### config.mk
export PLATFORM = sky130hd
export DESIGN_NAME = hilo_unit
export DESIGN_NICKNAME = d
export VERILOG_FILES = /design/src/rtl/hilo_unit.sv
export SDC_FILE = /design/constraint.sdc
export NUM_CORES = 1
export LEC_CHECK = 0
export BUFFER_PORTS_ARGS = -buffer_cell sky130_fd_sc_hd__buf_2
export CAP_MARGIN = 5
export CORE_MARGIN = 1
export CORE_UTILIZATION = 51
export CTS_CLUSTER_DIAMETER = 40
export DETAILED_ROUTE_END_ITERATION = 8
export PLACE_DENSITY_LB_ADDON = 0.25
export SLEW_MARGIN = 25
export SYNTH_ARGS = -nofsm -noshare
export SYNTH_HDL_FRONTEND = slang
export SYNTH_SLANG_ARGS = --single-unit
export TNS_END_PERCENT = 1
### constraint.sdc
create_clock -name clk_i -period 2 [get_ports clk_i]
set_input_delay 0.4 -clock clk_i [delete_from_list [all_inputs] [get_ports clk_i]]
set_output_delay 0.4 -clock clk_i [all_outputs]
set_load 0.03 [all_outputs]
### src/rtl/hilo_unit.sv
// hilo_unit: architectural HI/LO registers with multiply/divide latency tracking and hazard stall
module hilo_unit #(
  parameter int MUL_LAT = 4,
  parameter int DIV_LAT = 32
) (
  input  logic        clk_i,
  input  logic        rst_i,
  input  logic        op_valid_i,
  input  logic [2:0]  op_i,
  input  logic [63:0] aluout_i,
  input  logic [31:0] wdata_i,
  input  logic        rd_en_i,
  input  logic        rd_hi_i,
  input  logic        flush_i,
  output logic [31:0] rd_data_o,
  output logic [31:0] hi_o,
  output logic [31:0] lo_o,
  output logic        busy_o,
  output logic        stall_o
);
  typedef enum logic {IDLE, BUSY} state_t;
  state_t      state;
  logic [5:0]  cnt;
  logic [31:0] pend_hi;
  logic [31:0] pend_lo;
  logic        op_req;
  always_comb begin
    op_req    = op_valid_i & (op_i inside {3'd1, 3'd2, 3'd3, 3'd4});
    busy_o    = state == BUSY;
    stall_o   = busy_o & (op_req | rd_en_i);
    rd_data_o = rd_hi_i ? hi_o : lo_o;
  end
  // While BUSY every HI/LO op stalls, so ops only take effect from IDLE.
  always_ff @(posedge clk_i) begin
    if (rst_i) begin
      state   <= IDLE;
      cnt     <= '0;
      pend_hi <= '0;
      pend_lo <= '0;
      hi_o    <= '0;
      lo_o    <= '0;
    end else if (flush_i) begin
      state <= IDLE;
      cnt   <= '0;
    end else if (state == BUSY) begin
      cnt <= (cnt != 6'd0) ? cnt - 6'd1 : cnt;
      if (cnt == 6'd0) begin
        hi_o  <= pend_hi;
        lo_o  <= pend_lo;
        state <= IDLE;
      end
    end else if (op_valid_i) begin
      if (op_i == 3'd1 || op_i == 3'd2) begin
        pend_hi <= aluout_i[63:32];
        pend_lo <= aluout_i[31:0];
        cnt     <= (op_i == 3'd1) ? 6'(MUL_LAT - 1) : 6'(DIV_LAT - 1);
        state   <= BUSY;
      end
      hi_o <= (op_i == 3'd3) ? wdata_i : hi_o;
      lo_o <= (op_i == 3'd4) ? wdata_i : lo_o;
    end
  end
endmodule

==> results of run 1 <==
[where the power goes]
part	switching [mW]	internal, mW
Combinational	0.474	0.310
Clock	1.12	1.96
Sequential	0.0579	2.77
Total	1.65	5.04
[metrics by stage]
step,utilization [%],setup slack [ps],instance area (um2),std cells
4_1_cts,69.0,12.7,7950,1002
3_3_place_gp,62.7,89.9,7220,963
6_report,68.9,74.0,7930,1002
3_5_place_dp,62.7,-17.9,7220,963
2_1_floorplan,-,77.9,6100,658
5_1_grt,68.9,-3.35,7930,1002
[worst min-delay path: cells and delay by family]
family / cells / cell delay [ps]
buffers and inverters: 1 / 90
AO/OA/AOI/OAI: 1 / 50
AND/OR/NAND/NOR: 1 / 40
[metal layers]
layer | share of wire [%] | routed length (um) | vias up
met3 | 6.3 | 1050 | 26
met4 | 1.9 | 318 | 0
met5 | 0 | 0 | -
li1 | - | - | 2678
met1 | 43 | 7140 | 2626
met2 | 49 | 8140 | 198
[how the worst max path moves through the flow]
| stage | from | end | slack (ps) | cells past startpoint |
|---|---|---|---|---|
| floorplan | busy_o | stall_o | 80 | 4 |
| global placement | cnt[0] | hi_o[29] | 90 | 7 |
| detailed placement | cnt[0] | hi_o[20] | -20 | 7 |
| CTS | cnt[0] | hi_o[16] | 10 | 8 |
| global route | cnt[0] | hi_o[18] | -3 | 8 |
| finish | cnt[0] | hi_o[28] | 70 | 8 |
[flip-flops by register name, summed over array words and instances (netlist names)]
name     count
lo_o        32
pend_lo     32
cnt          6
busy_o       1
pend_hi     32
hi_o        32
[cells in the final DEF, fill, tap and decap left out, types with 3 or more instances in the layout]
cell / instances
clkbuf_8: 4
buf_2: 201
a211oi_2: 36
nand2_1: 133
buf_6: 3
nor2_1: 69
mux2_2: 32
clkbuf_1: 3
a21oi_1: 65
nor3_1: 5
buf_12: 9
xnor2_1: 3
clkinv_2: 4
clkbuf_16: 17
a211oi_1: 28
dfxtp_1: 132
mux2i_1: 66
buf_4: 6
[final cells by class]
type / instances / share of cell area, %
inverter: 3 / 0.142
clock buffer: 24 / 6.20
multi-input combinational: 467 / 39.3
tap: 143 / 2.26
timing repair buffer: 221 / 16.7
clock inverter: 8 / 1.20
antenna: 1 / 0.0316
sequential: 135 / 34.2
[cells by family (layout without fill, tap and decap cells)]
family / Yosys count / in the layout / synth area share, %
compound gates: 140 / 140 / 18.1
other cells: 0 / 1 / 0
fa+ha+maj: 2 / 2 / 0.411
xor+xnor: 4 / 4 / 0.575
buf+inv: 56 / 256 / 4.93
simple gates: 223 / 223 / 14.9
mux: 98 / 98 / 16.8
flops: 135 / 135 / 44.3
[repair_timing]
action / CTS / global route
resized for setup: 3 / 7
pin swaps: 1 / 3
gates cloned: 3 / 0
endpoints found under the setup margin: 10 / 22
hold endpoints to repair: 0 / 0
setup buffers: 4 / 0
==> results.md, run 1 <==
- Longest Clk Path Bufs: 2
- Post-synthesis sequential area ratio: 44.3%
- Max rail drop VDD: approximately 0.00049 V
- DR vias/cell: 5.52
- Hold_buf cts: 0
- P&R area growth vs syn: 30.1%
- Register area: 2710 um2
- CTS tree: done
- Die H: between 100 and 150 um
- Yosys top cell area share: 44.3%
- Fillers: ~910
- CP max FO: 12
- Number of remaining DRC errors: 26
- Worst r2r src: cnt[0]
- Mapped Cells: ~660
- Hold Vio Cnt, Final: 0
- Initial Utilization: between 50 and 60%
- Least-Margin Pin Slew: roughly 770 ps
- Hold WS: 216 ps
- # setup viols final: 0
- Slowest-stage cell, CP: or3b_4
- Slew Limit Fails: 0
- PwrDens: around 840 nW/um2
- Reg-to-Reg End: hi_o[28]
- Hold path endpoint: pend_lo[28]
- Hold WC Path Type: in2reg
- Failing checks: design-rule violations
- Syn. warnings: 0
- Avg Cell Area, Syn: ~9.3 um2
- Clock transition at path regs: about 60 ps
- Slowest Stage Delay on Critical Path: between 400 and 500 ps
- Antenna-violating nets left: 0
- Root Buffer: clkbuf_16
- Final WL: 16700 um
- Syn nets: ~770
- First-pass GRT wire length: 26900 um
- Largest net degree at the start of global routing: roughly 110
- Status: complete, but fails checks
- Dpl hpwl: 10900 um
- FMAX: a little over 500 MHz
- WS Path Type: reg2reg
- Final period util: between 90% and 100%
- # Max-Cap Violations: 0
- Global-route usage over all layers: 27.5%
- Core Region: 11500 um2
- Ports: between 200 and 250
- WL per Instance: 16.6 um
- Busiest grt layer: met2
- Commonest cells in the netlist: 135 x dfxtp_1, 133 x nand2_1, 69 x nor2_1
- GRT overflow: 0
- # port buffers: roughly 200
- Share of cells above drive strength 1: around two fifths
- Area leader, netlist: dfxtp_1
- Worst setup EP type: register
- Clock Sink Count: 135
- Buffers & Inverters on Critical Path: 3
- Ys async rst share: 0%
- Clock Latency Late Sink: approximately 420 ps
- Most used DFF post-synth: dfxtp_1
- Total negative slack: 0 ps
- Synth area leaders: dfxtp_1 44%, mux2i_1 11%, nand2_1 8.2%
- Mapped Area: just over 6000 um2
- Yosys reg bits: between 100 and 150
- DRT iter0 DRCs: about 360
- Hold path startpoint: aluout_i[28]
- Count of unique library cells instantiated by Yosys: 37
- Final Critical Period: about 1900 ps
- Top-count cell post-synth: dfxtp_1
- Critical path data arrival time: 2260 ps
- Leak: about 3.2 nW
- Pwr Total: between 6 and 7 mW
- Initial antenna violation count: 2
- Met1 Use GR: ~34%
- Startpoint Class: register
- Worst hold path depth: 3
- M2 GR Usage: around 46%
- Final net count: around 950
- FP Rows: 39
- Setup Skew: about 5 ps
- R2R setup slack: between 70 and 80 ps
- Top cell family by delay on the critical path: buffers and inverters
- Die Area: between 10000 and 15000 um2
- Post-synth EDFFs: 0
- H-Tree Depth: 4
- CP cell instances: inv_2 > ha_2 > or3b_4 > o22ai_4 > buf_6 > bufbuf_16 > nor2_1 > a211oi_1
- Horiz. Die Dim: between 100 and 150 um
- CTS buffer count: 17
- Crit path required time: 2330 ps
- Vias in the first global route: roughly 5400
- Vias: roughly 5500
- Area of the multi-input gates: 3120 um2
- GP Congestion: roughly 0.8
- R2r worst-path depth: 8
- Drt pass-1 iters: 7
- Slew headroom: around half
- GR Util met3: roughly 6.9%
No activity file was read; power rests on OpenSTA's default activity.
==> run 2, diff against run 1 <==
--- a/config.mk
+++ b/config.mk
@@ -8,7 +8,7 @@
 export BUFFER_PORTS_ARGS = -buffer_cell sky130_fd_sc_hd__buf_2
 export CAP_MARGIN = 5
 export CORE_MARGIN = 1
-export CORE_UTILIZATION = 51
+export CORE_UTILIZATION = 46
 export CTS_CLUSTER_DIAMETER = 40
 export DETAILED_ROUTE_END_ITERATION = 8
 export PLACE_DENSITY_LB_ADDON = 0.25
==> constraint.sdc (replaced) <==
create_clock -name clk_i -period 1.65 [get_ports clk_i]
set_input_delay 0.33 -clock clk_i [delete_from_list [all_inputs] [get_ports clk_i]]
set_output_delay 0.33 -clock clk_i [all_outputs]
set_load 0.03 [all_outputs]
==> run 2 against run 1 <==
Compared with the run above: the flow finishes with violations (negative setup slack); wire length grew 2.7%; hold slack lost 67 ps; worst setup slack lost 190 ps; highest routed layer unchanged.
==> results.md, run 2 (same netlist as run 1, synthesis figures left out) <==
- Status: complete, but fails checks
- Failing checks: negative setup slack
- Setup Skew: 7.27 ps (+2.25 ps)
- Vias: 5638 (+2.0%)
- GP Congestion: 0.809 (+0.99%)
- Antenna-violating nets left: 0 (unchanged)
- Slowest Stage Delay on Critical Path: 510 ps (+100 ps)
- Hold WC Path Type: in2reg
- Longest Clk Path Bufs: 2 (unchanged)
- Worst setup path startpoint: busy_o
- CP max FO: 17 (+5)
- Final Critical Period: 1770 ps (-157 ps)
- Pwr Total: 8.36 mW (+25%)
- Horiz. Die Dim: 117 um (+5.2%)
- Most frequent cells in the layout: 199 x buf_2, 133 x nand2_1, 132 x dfxtp_1
- CP Capture Point: lo_o[31]
- Ports: 203 (unchanged)
- WS Path Type: reg2reg
- Met1 Use GR: 32.6% (-0.96 points)
- Startpoint Class: register
- GR Util met3: 6.23% (-0.66 points)
- R2r worst-path depth: 6 (-2)
- # setup viols final: 65 (+65)
- CP cell instances: or4b_4 > a2bb2o_4 > buf_12 > buf_12 > buf_16 > a211oi_1
- Dpl hpwl: 11500 um (+5.0%)
- Area of the multi-input gates: 3240 um2 (+3.9%)
- # port buffers: 202 (unchanged)
- Reg-to-Reg End: lo_o[31]
- P_sw: 2.10 mW (+27%)
- Slew Limit Fails: 0 (unchanged)
- Clock transition at path regs: 60 ps (about the same)
- P&R area growth vs syn: 38.0%
- Final WL: 17100 um (+2.7%)
- PwrDens: 993 nW/um2 (+18%)
- H-Tree Depth: 4 (unchanged)
- Hold Vio Cnt, Final: 0 (unchanged)
- Post-route setup slack: -119 ps (-193 ps)
- Crit path required time: 1930 ps (-400 ps)
- RSZ-0062 raised after global routing: true
- CTS tree: done
- Die H: 117 um (+5.2%)
- Critical path data arrival time: 2050 ps (-210 ps)
- Max rail drop VDD: 0.000638 V (+30%)
- Largest net degree at the start of global routing: 81 (-23%)
- Final net count: 980 (+2.9%)
- # Max-Cap Violations: 0 (unchanged)
- Initial Utilization: 47.7% (-5.2 points)
- Most common cell after layout, fill and taps aside: buf_2
- Internal power: 6.26 mW (+24%)
- DP Worst Slack: -182 ps (-164 ps)
- DRT iter0 DRCs: 317 (-13%)
- CTS buffer count: 17 (unchanged)
- Sw Share: 25.1% (+0.42 points)
- Slew headroom: 70.7% (+22 points)
- Buffers & Inverters on Critical Path: 3 (unchanged)
- WL per Instance: 16.2 um (-2.8%)
- Leak: 3.41 nW (+6.9%)
- Post-layout instance count excluding filler cells: 1058 (+5.6%)
- Hold WS: 149 ps (-67.2 ps)
- GRT overflow: 0 (unchanged)
- DR vias/cell: 5.33 (-3.4%)
- Die Area: 13700 um2 (+11%)
- Top cell family by delay on the critical path: simple AND/OR/NAND/NOR gates
- Clk pwr share: 46.8% (+0.8 points)
- Share of cells above drive strength 1: 44.2% (+5.4 points)
- Final period util: 107% (+11 points)
- FP Rows: 41 (+5.1%)
- Crit path depth: 6 (-2)
- Root Buffer: clkbuf_16
- Register area: 2710 um2 (unchanged)
- R2R setup slack: -120 ps (-190 ps)
- Slowest-stage cell, CP: or4b_4
- Busiest grt layer: met2
- Worst r2r src: busy_o
- Core Region: 12800 um2 (+11%)
- First-pass GRT wire length: 26600 um (-1.1%)
- Fillers: 1020 (+12%)
- Reg power frac: 41.0% (-1.3 points)
- Worst setup EP type: register
- Most common cell on crit path: buf_12
- Vias in the first global route: 5325 (-1.9%)
- Initial antenna violation count: 0 (-2)
- Global-route usage over all layers: 25.5% (-1.9 points)
- Hold_buf cts: 0 (unchanged)
- Clock Sink Count: 135 (unchanged)
- Gate power share: 12.3% (+0.6 points)
- Hold path startpoint: aluout_i[19]
- Least-Margin Pin Slew: 440 ps (-326 ps)
- Clock Latency Late Sink: 420 ps (about the same)
- FMAX: 565 MHz (+8.9%)
- Drt pass-1 iters: 4 (-3)
- Number of remaining DRC errors: 0 (-100%)
- Ant. Diodes: 0 (-1)
- Dpl cells: 1016 (+5.5%)
- M2 GR Usage: 42.4% (-3.6 points)
-- run 2: cell count changes in the layout (fill, tap and decap cells not counted), moves of 3 or more --
| cell | delta |
|---|---|
| a21oi_2 | +10 |
| nor2_1 | -10 |
| a21oi_1 | -10 |
| clkbuf_1 | -3 |
| a211oi_1 | -6 |
| buf_12 | +5 |
| nor2_2 | +9 |
| a211oi_2 | +6 |
| buf_4 | +23 |
-- run 2: worst min-delay path by stage --
stage,to,slack [ps],cells past startpoint
floorplan,busy_o,400,1
global placement,pend_hi[27],440,2
detailed placement,pend_hi[23],450,2
CTS,pend_lo[16],130,3
global route,pend_hi[13],140,3
finish,pend_lo[19],150,3
-- run 2: tightest hold or removal path, stage by stage --
cell and delay [ps]:
buf_2 100, nand2_1 50, a21oi_1 50
-- run 2: power groups by stage --
stage / clock (mW) / combinational (mW) / sequential, mW
after global routing: 4.11 / 1.11 / 3.44
after detailed placement: 0 / 0.962 / 3.49
final: 3.91 / 1.02 / 3.42
after floorplan: 0 / 0.501 / 3.58
after global placement: 0 / 0.938 / 3.49
after CTS: 3.96 / 1.02 / 3.42
-- run 2: routing by layer --
layer,up-vias,share of wire (%)
met5,-,0
met4,0,1.3
met3,20,6.1
met2,181,49
met1,2708,43
li1,2729,-
-- run 2: through the flow --
| stage | cell area (um2) | TNS [ps] | util, % |
|---|---|---|---|
| detailed placement | 7470 | -12540 | 58.5 |
| global route | 8410 | -11060 | 65.9 |
| finish | 8410 | -5300 | 65.9 |
| floorplan | 6140 | -2550 | - |
| global placement | 7470 | -9150 | 58.5 |
| CTS | 8390 | -6040 | 65.7 |
-- run 2: cell type report --
cell class              count  area share (%)
clock buffers              20            5.55
clock inverters            12            1.77
inverters                   3           0.134
multi-input cells         467            38.5
flip-flops and latches    135            32.2
well taps                 172            2.56
repair buffers            249            19.3
-- run 2: timing repair --
item | 4_1_cts | 5_1_grt
endpoints found under the hold margin | 0 | 0
pin swaps | 17 | 13
buffers inserted | 8 | 0
endpoints found under the setup margin | 69 | 125
resized for setup | 30 | 20
cloned | 4 | 0
==> run 3, diff against run 2 <==
--- a/config.mk
+++ b/config.mk
@@ -5,11 +5,11 @@
 export SDC_FILE = /design/constraint.sdc
 export NUM_CORES = 1
 export LEC_CHECK = 0
+export ABC_AREA = 1
 export BUFFER_PORTS_ARGS = -buffer_cell sky130_fd_sc_hd__buf_2
 export CAP_MARGIN = 5
 export CORE_MARGIN = 1
-export CORE_UTILIZATION = 46
-export CTS_CLUSTER_DIAMETER = 40
+export CORE_UTILIZATION = 48
 export DETAILED_ROUTE_END_ITERATION = 8
 export PLACE_DENSITY_LB_ADDON = 0.25
 export SLEW_MARGIN = 25
==> constraint.sdc (replaced) <==
create_clock -name clk_i -period 1.65 [get_ports clk_i]
set_input_delay 0.2475 -clock clk_i [delete_from_list [all_inputs] [get_ports clk_i]]
set_output_delay 0.2475 -clock clk_i [all_outputs]
set_load 0.03 [all_outputs]
==> run 3 against run 2 <==
Compared with the run above: the run now ends clean; critical endpoint is now hi_o[9]; synthesized cell count up 79%; clock skew down 3.2 ps; global-route usage down 0.62 points; area after synthesis up 17%; wire length up 9.9%; non-clock buffer count down 23.
==> results.md, run 3 <==
- Vias: 7113 (+26%)
- Post-synth EDFFs: 0 (unchanged)
- DP Worst Slack: 74.6 ps (+256 ps)
- Most used DFF post-synth: dfxtp_1
- Core Region: 14500 um2 (+13%)
- Final Critical Period: 1560 ps (-206 ps)
- Initial Utilization: 49.1% (+1.4 points)
- FP Rows: 44 (+7.3%)
- Clock transition at path regs: 50 ps (about the same)
- Die H: 124 um (+5.6%)
- Final net count: 1455 (+48%)
- P&R area growth vs syn: 25.0%
- Count of unique library cells instantiated by Yosys: 22 (-41%)
- Crit path required time: 1990 ps (+60 ps)
- R2R setup slack: 90 ps (+210 ps)
- Synth area leaders: dfxtp_1 38%, inv_1 16%, nand2_1 13%
- Worst setup EP type: register
- Number of remaining DRC errors: 0 (unchanged)
- Yosys top cell area share: 38.0% (-6.3 points)
- Mapped Cells: 1175 (+79%)
- Post-synthesis sequential area ratio: 38.0% (-6.3 points)
- Share of cells above drive strength 1: 19.1% (-25 points)
- Antenna-violating nets left: 0 (unchanged)
- Placed cell areas: 8350 um2 (+12%)
- Max rail drop VDD: 0.000677 V (+6.2%)
- WS Path Type: reg2reg
- Global-route usage over all layers: 24.9% (-0.62 points)
- Longest Clk Path Bufs: 2 (unchanged)
- RSZ-0062 raised after global routing: false
- Avg Cell Area, Syn: 6.05 um2 (-35%)
- Ports: 203 (unchanged)
- Fillers: 1436 (+41%)
- GP Congestion: 0.918 (+14%)
- Commonest cells in the netlist: 300 x inv_1, 240 x nand2_1, 176 x nor2_1
- GRT overflow: 0 (unchanged)
- Hold Vio Cnt, Final: 0 (unchanged)
- Hold_buf cts: 0 (unchanged)
- Post-route setup slack: 87.2 ps (+206 ps)
- Yosys reg bits: 135 (unchanged)
- Total negative slack: 0 ps (+5300 ps)
- Top-count cell post-synth: inv_1
- Most common cell on crit path: inv_1
- Ant. Diodes: 0 (unchanged)
- Critical path data arrival time: 1910 ps (-140 ps)
- H-Tree Depth: 4 (unchanged)
- Ys async rst share: 0% (unchanged)
- Hold WC Path Type: in2reg
- Startpoint Class: register
- Die Area: 15300 um2 (+12%)
- First-pass GRT wire length: 29300 um (+10%)
- # port buffers: 202 (unchanged)
- Mapped Area: 7110 um2 (+17%)
- Clock Sink Count: 135 (unchanged)
- # Max-Cap Violations: 0 (unchanged)
- Most common cell after layout, fill and taps aside: inv_1
- PwrDens: 904 nW/um2 (-9.0%)
- Slew Limit Fails: 0 (unchanged)
- Syn nets: 1282 (+68%)
- Area leader, netlist: dfxtp_1
- Horiz. Die Dim: 124 um (+5.6%)
- Status: finished clean
- WL per Instance: 12.2 um (-25%)
- Fin area: 8890 um2 (+5.6%)
- Clock Latency Late Sink: 410 ps (about the same)
- CTS tree: done
- Syn. warnings: 0 (unchanged)
- Root Buffer: clkbuf_16
- Final period util: 94.7% (-13 points)
- # setup viols final: 0 (-100%)
- Largest net degree at the start of global routing: 67 (-17%)
- Most frequent cells in the layout: 298 x inv_1, 240 x nand2_1, 201 x buf_2
- Initial antenna violation count: 0 (unchanged)
- CTS buffer count: 17 (unchanged)
- Vias in the first global route: 5939 (+12%)
- Slowest Stage Delay on Critical Path: 310 ps (-200 ps)
- FMAX: 640 MHz (+13%)
- CP max FO: 25 (+8)
- CP cell instances: inv_1 > ha_1 > nand3_1 > nand2_2 > nand3_2 > buf_12 > nand2_1 > inv_1 > nor2_1
- Setup Skew: 4.03 ps (-3.24 ps)
- Hold WS: 31.0 ps (-118 ps)
- Dpl hpwl: 13600 um (+19%)
- Slew headroom: 74.3% (+3.6 points)
- Least-Margin Pin Slew: 386 ps (-54.3 ps)
- DR vias/cell: 4.61 (-13%)
- Slowest-stage cell, CP: dfxtp_1
- DRT iter0 DRCs: 483 (+52%)
- Final WL: 18800 um (+9.9%)
- Leak: 4.98 nW (+46%)
- Drt pass-1 iters: 5 (+1)
run 3: changes by cell type after synthesis, sizes merged, moves of 6 or more:
cell | before | now
inv | 3 | 300
nand2 | 133 | 242
nor2 | 69 | 176
o21ai | 0 | 101
mux2i | 66 | 0
a211oi | 64 | 0
nand4 | 0 | 64
mux2 | 32 | 0
buf | 26 | 48
nand3 | 2 | 8
run 3: per-stage QoR:
stage | util [%] | total power [mW] | cells
after global routing | 61.4 | 8.37 | 1543
after CTS | 61.4 | 8.07 | 1543
final | 61.4 | 8.03 | 1543
after global placement | 57.7 | 4.61 | 1513
after floorplan | - | 4.23 | 1175
after detailed placement | 57.7 | 4.63 | 1513
run 3: cells by family after synthesis:
logic type	count (synthesis)	share of synthesized area, %
adder cells (fa/ha/maj)	2	0.352
AND/OR/NAND/NOR	494	28.9
buffers and inverters	372	20.5
flip-flops	135	38.0
AO/OA/AOI/OAI	171	12.1
XOR/XNOR	1	0.123
run 3: power by group:
part	total [mW]	internal, mW	switching, mW
Sequential	3.47	3.39	0.0776
Clock	3.47	2.17	1.30
Combinational	1.10	0.381	0.717
run 3: critical path: cells and delay by family (launching register included):
family / cells / cell delay (ps)
fa+ha+maj: 1 / 160
buf+inv: 3 / 380
simple gates: 5 / 630
flops: 1 / 310
run 3: path summary, 6_finish.rpt:
path,start,end,depth (start not counted)
max,cnt[1],hi_o[9],9
min reg2reg,pend_lo[13],pend_lo[13],2
min,flush_i,busy_o,2
max reg2reg,cnt[1],hi_o[9],9
run 3: what timing repair did:
item	in CTS	in global routing
setup endpoints to repair	0	1
gates resized for setup	0	1
setup buffers	0	0
hold endpoints to repair	0	0
run 3: per-layer routing:
metal	vias up	share of wire, %	GRT usage [%]
li1	3842	-	-
met1	3011	54	39.4
met2	247	39	33.5
met3	13	6.1	4.08
met4	0	1.1	7.61
met5	-	0	0
run 3: final cells by class:
type / count / area (um2) / area share (%)
Sequential cell: 135 / 2700 / 30.4
Inverter: 300 / 1130 / 12.7
Clock inverter: 4 / 45.0 / 0.507
Multi-Input combinational cell: 668 / 2960 / 33.3
Clock buffer: 26 / 489 / 5.50
Tap cell: 184 / 230 / 2.59
Timing Repair Buffer: 226 / 1330 / 15.0
